<file path="src/rtl/jtpang_objdma_if.sv">
// jtpang_objdma_if: handshake and bus signals between the object DMA and the main board
// Signals:
//   cen              DMA clock enable
//   dma_go           CPU I/O strobe, rising edge starts a transfer
//   busrq_n/busak_n  Z80 bus request / acknowledge, active low
//   src_addr/src_cs  CPU video RAM read address / enable, src_dout read data
//   obj_addr/obj_din object buffer write address / data, obj_we write strobe
//   busy             transfer in progress
// Modports: master = DMA engine, slave = surrounding board
interface jtpang_objdma_if #(
    parameter int AW = 9
);
    logic          cen;
    logic          dma_go;
    logic          busrq_n;
    logic          busak_n;
    logic [11:0]   src_addr;
    logic          src_cs;
    logic [7:0]    src_dout;
    logic [AW-1:0] obj_addr;
    logic [7:0]    obj_din;
    logic          obj_we;
    logic          busy;
    modport master (
        input  cen, dma_go, busak_n, src_dout,
        output busrq_n, src_addr, src_cs, obj_addr, obj_din, obj_we, busy
    );
    modport slave (
        output cen, dma_go, busak_n, src_dout,
        input  busrq_n, src_addr, src_cs, obj_addr, obj_din, obj_we, busy
    );
endinterface

</file>
<file path="src/rtl/jtpang_objdma.sv">
// jtpang_objdma: copies the object attribute table from CPU video RAM into the object buffer
// Ports:
//   clk   system clock
//   rst_n asynchronous active-low reset
//   bus   jtpang_objdma_if.master: cen, dma_go, bus request/ack, source read port,
//         object buffer write port, busy
module jtpang_objdma #(
    parameter int          AW       = 9,
    parameter logic [11:0] SRC_BASE = 12'h000
) (
    input logic             clk,
    input logic             rst_n,
    jtpang_objdma_if.master bus
);
    typedef enum logic [2:0] {ST_IDLE, ST_REQ, ST_RD, ST_WR, ST_REL} state_t;

    state_t        r_state;
    state_t        w_next;
    logic [AW-1:0] r_idx;
    logic [AW-1:0] r_obj_addr;
    logic [7:0]    r_obj_din;
    logic          r_go_d;
    logic          r_trig;
    logic          w_rise;
    logic          w_ak_cen;
    logic          w_start;
    logic          w_wr;

    assign w_rise   = bus.dma_go & ~r_go_d;
    assign w_ak_cen = bus.cen & ~bus.busak_n;
    assign w_start  = (r_state == ST_IDLE) & bus.cen & r_trig;
    assign w_wr     = (r_state == ST_WR) & w_ak_cen;

    always_ff @(posedge clk or negedge rst_n) begin
        if (!rst_n) r_state <= ST_IDLE;
        else        r_state <= w_next;
    end

    // RD/WR only advance while the bus is granted, so a lost grant freezes the copy
    always_comb begin
        w_next = r_state;
        case (r_state)
            ST_IDLE: if (w_start)  w_next = ST_REQ;
            ST_REQ:  if (w_ak_cen) w_next = ST_RD;
            ST_RD:   if (w_ak_cen) w_next = ST_WR;
            ST_WR:   if (w_ak_cen) w_next = &r_idx ? ST_REL : ST_RD;
            ST_REL:  if (bus.cen)  w_next = ST_IDLE;
            default: w_next = ST_IDLE;
        endcase
    end

    // r_go_d resets high so a dma_go level already present at reset release is not an edge
    always_ff @(posedge clk or negedge rst_n) begin
        if (!rst_n) begin
            r_go_d     <= 1'b1;
            r_trig     <= 1'b0;
            r_idx      <= '0;
            r_obj_addr <= '0;
            r_obj_din  <= 8'h00;
        end else begin
            r_go_d <= bus.dma_go;
            if (w_start)                          r_trig <= 1'b0;
            else if (w_rise && r_state == ST_IDLE) r_trig <= 1'b1;
            if (w_start) begin
                r_idx <= '0;
            end else if (w_wr) begin
                r_idx      <= r_idx + 1'b1;
                r_obj_addr <= r_idx;
                r_obj_din  <= bus.src_dout;
            end
        end
    end

    // During WR the live index and read data drive the buffer so they are valid on the
    // strobe clk; the registered copies keep them stable until the next WR.
    always_comb begin
        bus.busrq_n  = !(r_state inside {ST_REQ, ST_RD, ST_WR});
        bus.busy     = r_state != ST_IDLE;
        bus.src_cs   = r_state inside {ST_RD, ST_WR};
        bus.src_addr = SRC_BASE + 12'(r_idx);
        bus.obj_we   = w_wr;
        bus.obj_addr = r_state == ST_WR ? r_idx : r_obj_addr;
        bus.obj_din  = r_state == ST_WR ? bus.src_dout : r_obj_din;
    end
endmodule

</file>
<file path="src/flat_wrapper.sv">
// flat-port wrapper written by rule: the top's interface ports become plain ports
module jtpang_objdma_flat 
#(
    parameter int          AW       = 9,
    parameter logic [11:0] SRC_BASE = 12'h000
)
  (clk, rst_n, bus_cen, bus_dma_go, bus_busak_n, bus_src_dout, bus_busrq_n, bus_src_addr, bus_src_cs, bus_obj_addr, bus_obj_din, bus_obj_we, bus_busy);
  jtpang_objdma_if #(.AW(AW)) bus_i ();
  input logic clk;
  input logic rst_n;
  input wire logic [$bits(bus_i.cen)-1:0] bus_cen;
  input wire logic [$bits(bus_i.dma_go)-1:0] bus_dma_go;
  input wire logic [$bits(bus_i.busak_n)-1:0] bus_busak_n;
  input wire logic [$bits(bus_i.src_dout)-1:0] bus_src_dout;
  output wire logic [$bits(bus_i.busrq_n)-1:0] bus_busrq_n;
  output wire logic [$bits(bus_i.src_addr)-1:0] bus_src_addr;
  output wire logic [$bits(bus_i.src_cs)-1:0] bus_src_cs;
  output wire logic [$bits(bus_i.obj_addr)-1:0] bus_obj_addr;
  output wire logic [$bits(bus_i.obj_din)-1:0] bus_obj_din;
  output wire logic [$bits(bus_i.obj_we)-1:0] bus_obj_we;
  output wire logic [$bits(bus_i.busy)-1:0] bus_busy;
  assign bus_i.cen = bus_cen;
  assign bus_i.dma_go = bus_dma_go;
  assign bus_i.busak_n = bus_busak_n;
  assign bus_i.src_dout = bus_src_dout;
  assign bus_busrq_n = bus_i.busrq_n;
  assign bus_src_addr = bus_i.src_addr;
  assign bus_src_cs = bus_i.src_cs;
  assign bus_obj_addr = bus_i.obj_addr;
  assign bus_obj_din = bus_i.obj_din;
  assign bus_obj_we = bus_i.obj_we;
  assign bus_busy = bus_i.busy;
  jtpang_objdma #(.AW(AW), .SRC_BASE(SRC_BASE)) u_core (.clk(clk), .rst_n(rst_n), .bus(bus_i));
endmodule
</file>
<file path="config.mk">
export PLATFORM = sky130hd
export DESIGN_NAME = jtpang_objdma_flat
export DESIGN_NICKNAME = d
export VERILOG_FILES = /design/src/rtl/jtpang_objdma_if.sv /design/src/rtl/jtpang_objdma.sv /design/src/flat_wrapper.sv
export SDC_FILE = /design/constraint.sdc
export NUM_CORES = 1
export LEC_CHECK = 0
export BUFFER_PORTS_ARGS = -buffer_cell sky130_fd_sc_hd__buf_2
export CAP_MARGIN = 20
export CORE_MARGIN = 3
export CORE_UTILIZATION = 25
export CTS_BUF_LIST = sky130_fd_sc_hd__clkbuf_16
export DETAILED_ROUTE_END_ITERATION = 8
export SKIP_LAST_GASP = 1
export SLEW_MARGIN = 20
export SYNTH_ARGS = -nofsm -noshare
export SYNTH_HDL_FRONTEND = slang
export SYNTH_SLANG_ARGS = --single-unit
export TNS_END_PERCENT = 50
</file>
<file path="constraint.sdc">
create_clock -name clk -period 2.3 [get_ports clk]
set_input_delay 0.345 -clock clk [delete_from_list [all_inputs] [get_ports clk]]
set_output_delay 0.345 -clock clk [all_outputs]
set_load 0.005 [all_outputs]
</file>
==> metrics.log <==
INFO  metric outcome = complete, no violations
INFO  metric cts.clk_slew.worst_paths = 50 ps
INFO  metric detail_route.drc_violations = 0
INFO  metric cts_hold_buffers = 0
INFO  metric synth.distinct_cells = 43
INFO  metric drt_iter0_markers = 65
INFO  metric placeableCoreArea = 0.00649 sq mm
INFO  metric min-delay-path-class = in2async
INFO  metric max-cap-violations = 0
INFO  metric cts_htree_levels = 2
INFO  metric number_of_flops_mapped_to_enable_cells_by_yosys = 0
INFO  metric timing_max_transition_violations_final = 0
INFO  metric synth_seq_cells = 31
INFO  metric worst_pin_slew = 713 ps
INFO  metric cts_num_sinks = 31
INFO  metric wire_length_of_the_first_global_routing_pass = 6330 um
INFO  metric ctsRootBufferMaster = sky130_fd_sc_hd__clkbuf_16
INFO  metric post_synth_instance_area = 0.00171 sq mm
INFO  metric drt-total-wl = 3600 um
INFO  metric comb_power_share = 35.6%
INFO  metric p_total = 2.37 mW
INFO  metric synthCells = 143
INFO  metric clock_power_share = 25.8%
INFO  metric avg_vias_per_cell = 4.78
INFO  metric crit_path_arrival_time = 1640 ps
INFO  metric grt_setup_unrepaired = false
INFO  metric async_reset_ff_share = 100%
INFO  metric gp_congestion = 0.750
INFO  metric number_of_top_level_pins = 46
INFO  metric placement.io_buffers = 42
INFO  metric min_period_over_period = 86.2%
INFO  metric setup.worst_path.class = reg2out
INFO  metric power.static_leakage = 0.965 nW
INFO  metric drtPass1Iterations = 4
INFO  metric num_antenna_cells = 0
INFO  metric postCtsResizedCells = 0
INFO  metric fmax_achieved = 504 MHz
INFO  metric seq_area_frac_synth = 45.5%
INFO  metric cts_setup_buffers = 0
INFO  metric total_gr_overflow = 0
INFO  metric postRouteAntennaNets = 0
INFO  metric period_minus_slack = 1980 ps
INFO  metric switchingPower = 759 uW
INFO  metric worstPathCellList = nand3b_1 -> buf_4 -> mux2_2 -> buf_2
INFO  metric die-area = 0.00787 sq mm
INFO  metric cp_slowest_stage_delay = 500 ps
INFO  metric timing.reg2reg.setup_slack = 600 ps
INFO  metric grt_pass1_vias = 1,290
INFO  metric synthesis.area_per_instance = 12.0 sq um
INFO  metric r2r_end = u_core.r_obj_din[5]
INFO  metric area_growth_syn_to_layout = 22.3%
INFO  metric place_hpwl = 2610 um
INFO  metric fin_setup_tns = 0 ps
INFO  metric fp.dieW = 88.7 um
INFO  metric antenna_found_initial = 0
INFO  metric die_h = 88.7 um
INFO  metric cts_inserted_buffers = 5
INFO  metric power.switching_fraction = 32.0%
INFO  metric reg2reg_from = u_core.r_state[1]
INFO  metric dp_slack = 603 ps
INFO  metric wl_per_cell = 13.6 um
INFO  metric crit_path_max_fanout = 11
INFO  metric critPathSlowestCell = sky130_fd_sc_hd__dfrtp_1
INFO  metric powerDensity = 1130 mW/mm^2
INFO  metric timing_hold_violations_final = 0
INFO  metric num_vias = 1,262
INFO  metric tritoncts = built
INFO  metric mostFrequentLayoutCell = sky130_fd_sc_hd__buf_2
INFO  metric cp-end-kind = output pin
INFO  metric slew-limit-headroom = 52.5%
INFO  metric ys_top_cells_by_area = sky130_fd_sc_hd__dfrtp_1 (44%), sky130_fd_sc_hd__mux2_2 (20%), sky130_fd_sc_hd__buf_6 (2.6%), sky130_fd_sc_hd__buf_4 (2.2%), sky130_fd_sc_hd__nand2_1 (1.8%)
INFO  metric finish.net_count = 201
INFO  metric primary_ff_master_synth = sky130_fd_sc_hd__dfrtp_1
INFO  metric floorplan.initialDensity = 26.3%
INFO  metric irDropWorstVdd = 0.431 mV
INFO  metric critical_path.n_buffers_inverters = 2
INFO  metric synth_top_cell_by_area = sky130_fd_sc_hd__dfrtp_1
INFO  metric placement_rows = 29
INFO  metric setup_viol = 0
INFO  metric worstSetupStartpointType = flip-flop
INFO  metric synth_warnings = 0
INFO  metric reg2reg_depth = 4
INFO  metric power.sequential.fraction = 38.5%
INFO  metric path_delay_family = flip-flops
INFO  metric final_critical_path_setup_slack = 317 ps
INFO  metric internal_power = 1.61 mW
INFO  metric final_cell_mix = sky130_fd_sc_hd__buf_2 (42), sky130_fd_sc_hd__mux2_2 (31), sky130_fd_sc_hd__dfrtp_1 (30)
INFO  metric globalRouteTotalUtil = 10.4%
INFO  metric setup_skew = 6.39 ps
INFO  metric clk-insertion-delay-late = 280 ps
INFO  metric top_cell_type_s_share_of_synthesized_area = 43.9%
INFO  metric grt_start_max_net_pins = 32
INFO  metric post_route_cells_drive_above_1_share = 48.1%
INFO  metric cp_data_required_time = 1960 ps
INFO  metric clock_tree_buf_depth = 2
-- area by class of cell --
| class | instances | area, sq um |
|---|---|---|
| Tap cell | 77 | 96.3 |
| Inverter | 5 | 18.8 |
| Timing Repair Buffer | 45 | 233 |
| Fill cell | 662 | 4400 |
| Clock inverter | 3 | 12.5 |
| Sequential cell | 31 | 777 |
| Multi-Input combinational cell | 98 | 828 |
| Clock buffer | 5 | 125 |
-- stage by stage --
stage	util, %	hold WS (ps)	area, sq um	cells
final	32.2	118	2090	264
after global routing	32.2	169	2090	264
after CTS	32.2	158	2090	264
after detailed placement	30.1	449	1950	256
after global placement	30.1	441	1950	256
after floorplan	-	49.4	1720	145
-- synthesized netlist by cell type (2+ instances only) --
master                     instances
sky130_fd_sc_hd__a21oi_1           3
sky130_fd_sc_hd__a22o_1            2
sky130_fd_sc_hd__and2b_1           2
sky130_fd_sc_hd__buf_2             2
sky130_fd_sc_hd__buf_4             5
sky130_fd_sc_hd__buf_6             4
sky130_fd_sc_hd__dfrtp_1          30
sky130_fd_sc_hd__ha_1              2
sky130_fd_sc_hd__inv_1             5
sky130_fd_sc_hd__mux2_2           31
sky130_fd_sc_hd__mux2i_1           2
sky130_fd_sc_hd__nand2_1           8
sky130_fd_sc_hd__nand3_1           2
sky130_fd_sc_hd__nand3b_1          2
sky130_fd_sc_hd__nand4_1           3
sky130_fd_sc_hd__nor2_1            3
sky130_fd_sc_hd__nor4_1            3
sky130_fd_sc_hd__o211ai_1          4
sky130_fd_sc_hd__o21ai_0           5
sky130_fd_sc_hd__o22a_1            2
-- power groups by stage --
stage	combinational, mW	sequential (mW)	clock (mW)
floorplan	0.608	0.861	0
global placement	0.849	0.923	0
detailed placement	0.861	0.926	0
global route	0.959	0.958	0.661
finish	0.844	0.913	0.612
CTS	0.867	0.917	0.629
-- logic make-up (layout without fill, tap and decap cells) --
group / Yosys count / count (layout) / share of synthesized area [%]
multiplexers: 33 / 33 / 21.6
buffers and inverters: 16 / 58 / 6.52
flip-flops: 31 / 31 / 45.5
AND/OR/NAND/NOR: 36 / 36 / 14.3
AO/OA/AOI/OAI: 24 / 24 / 10.5
other: 1 / 3 / 0.219
adder cells (fa/ha/maj): 2 / 2 / 1.46
-- per-layer routing --
layer	GRT usage [%]	share of wire (%)
met2	16.1	45
met5	0	0
met3	4.10	7.7
met1	13.4	47
met4	3.30	0.92
-- how the worst max path moves through the flow --
stage	cells past startpoint	end	startpoint
6_report	4	bus_obj_addr[8]	u_core.r_state[1]
5_1_grt	4	bus_obj_addr[2]	u_core.r_state[1]
4_1_cts	4	bus_obj_din[6]	u_core.r_state[1]
3_5_place_dp	4	u_core.r_obj_din[5]	u_core.r_state[1]
3_3_place_gp	4	bus_obj_addr[7]	u_core.r_state[1]
2_1_floorplan	5	u_core.r_idx[8]	u_core.r_idx[0]
-- registers in the layout, summed over array words and instances (netlist names) --
| signal | count |
|---|---|
| u_core.r_idx | 9 |
| u_core.r_obj_addr | 9 |
| u_core.r_obj_din | 8 |
| u_core.r_state | 3 |
| u_core.r_go_d | 1 |
| u_core.r_trig | 1 |
(Power assumes the default switching activity.)
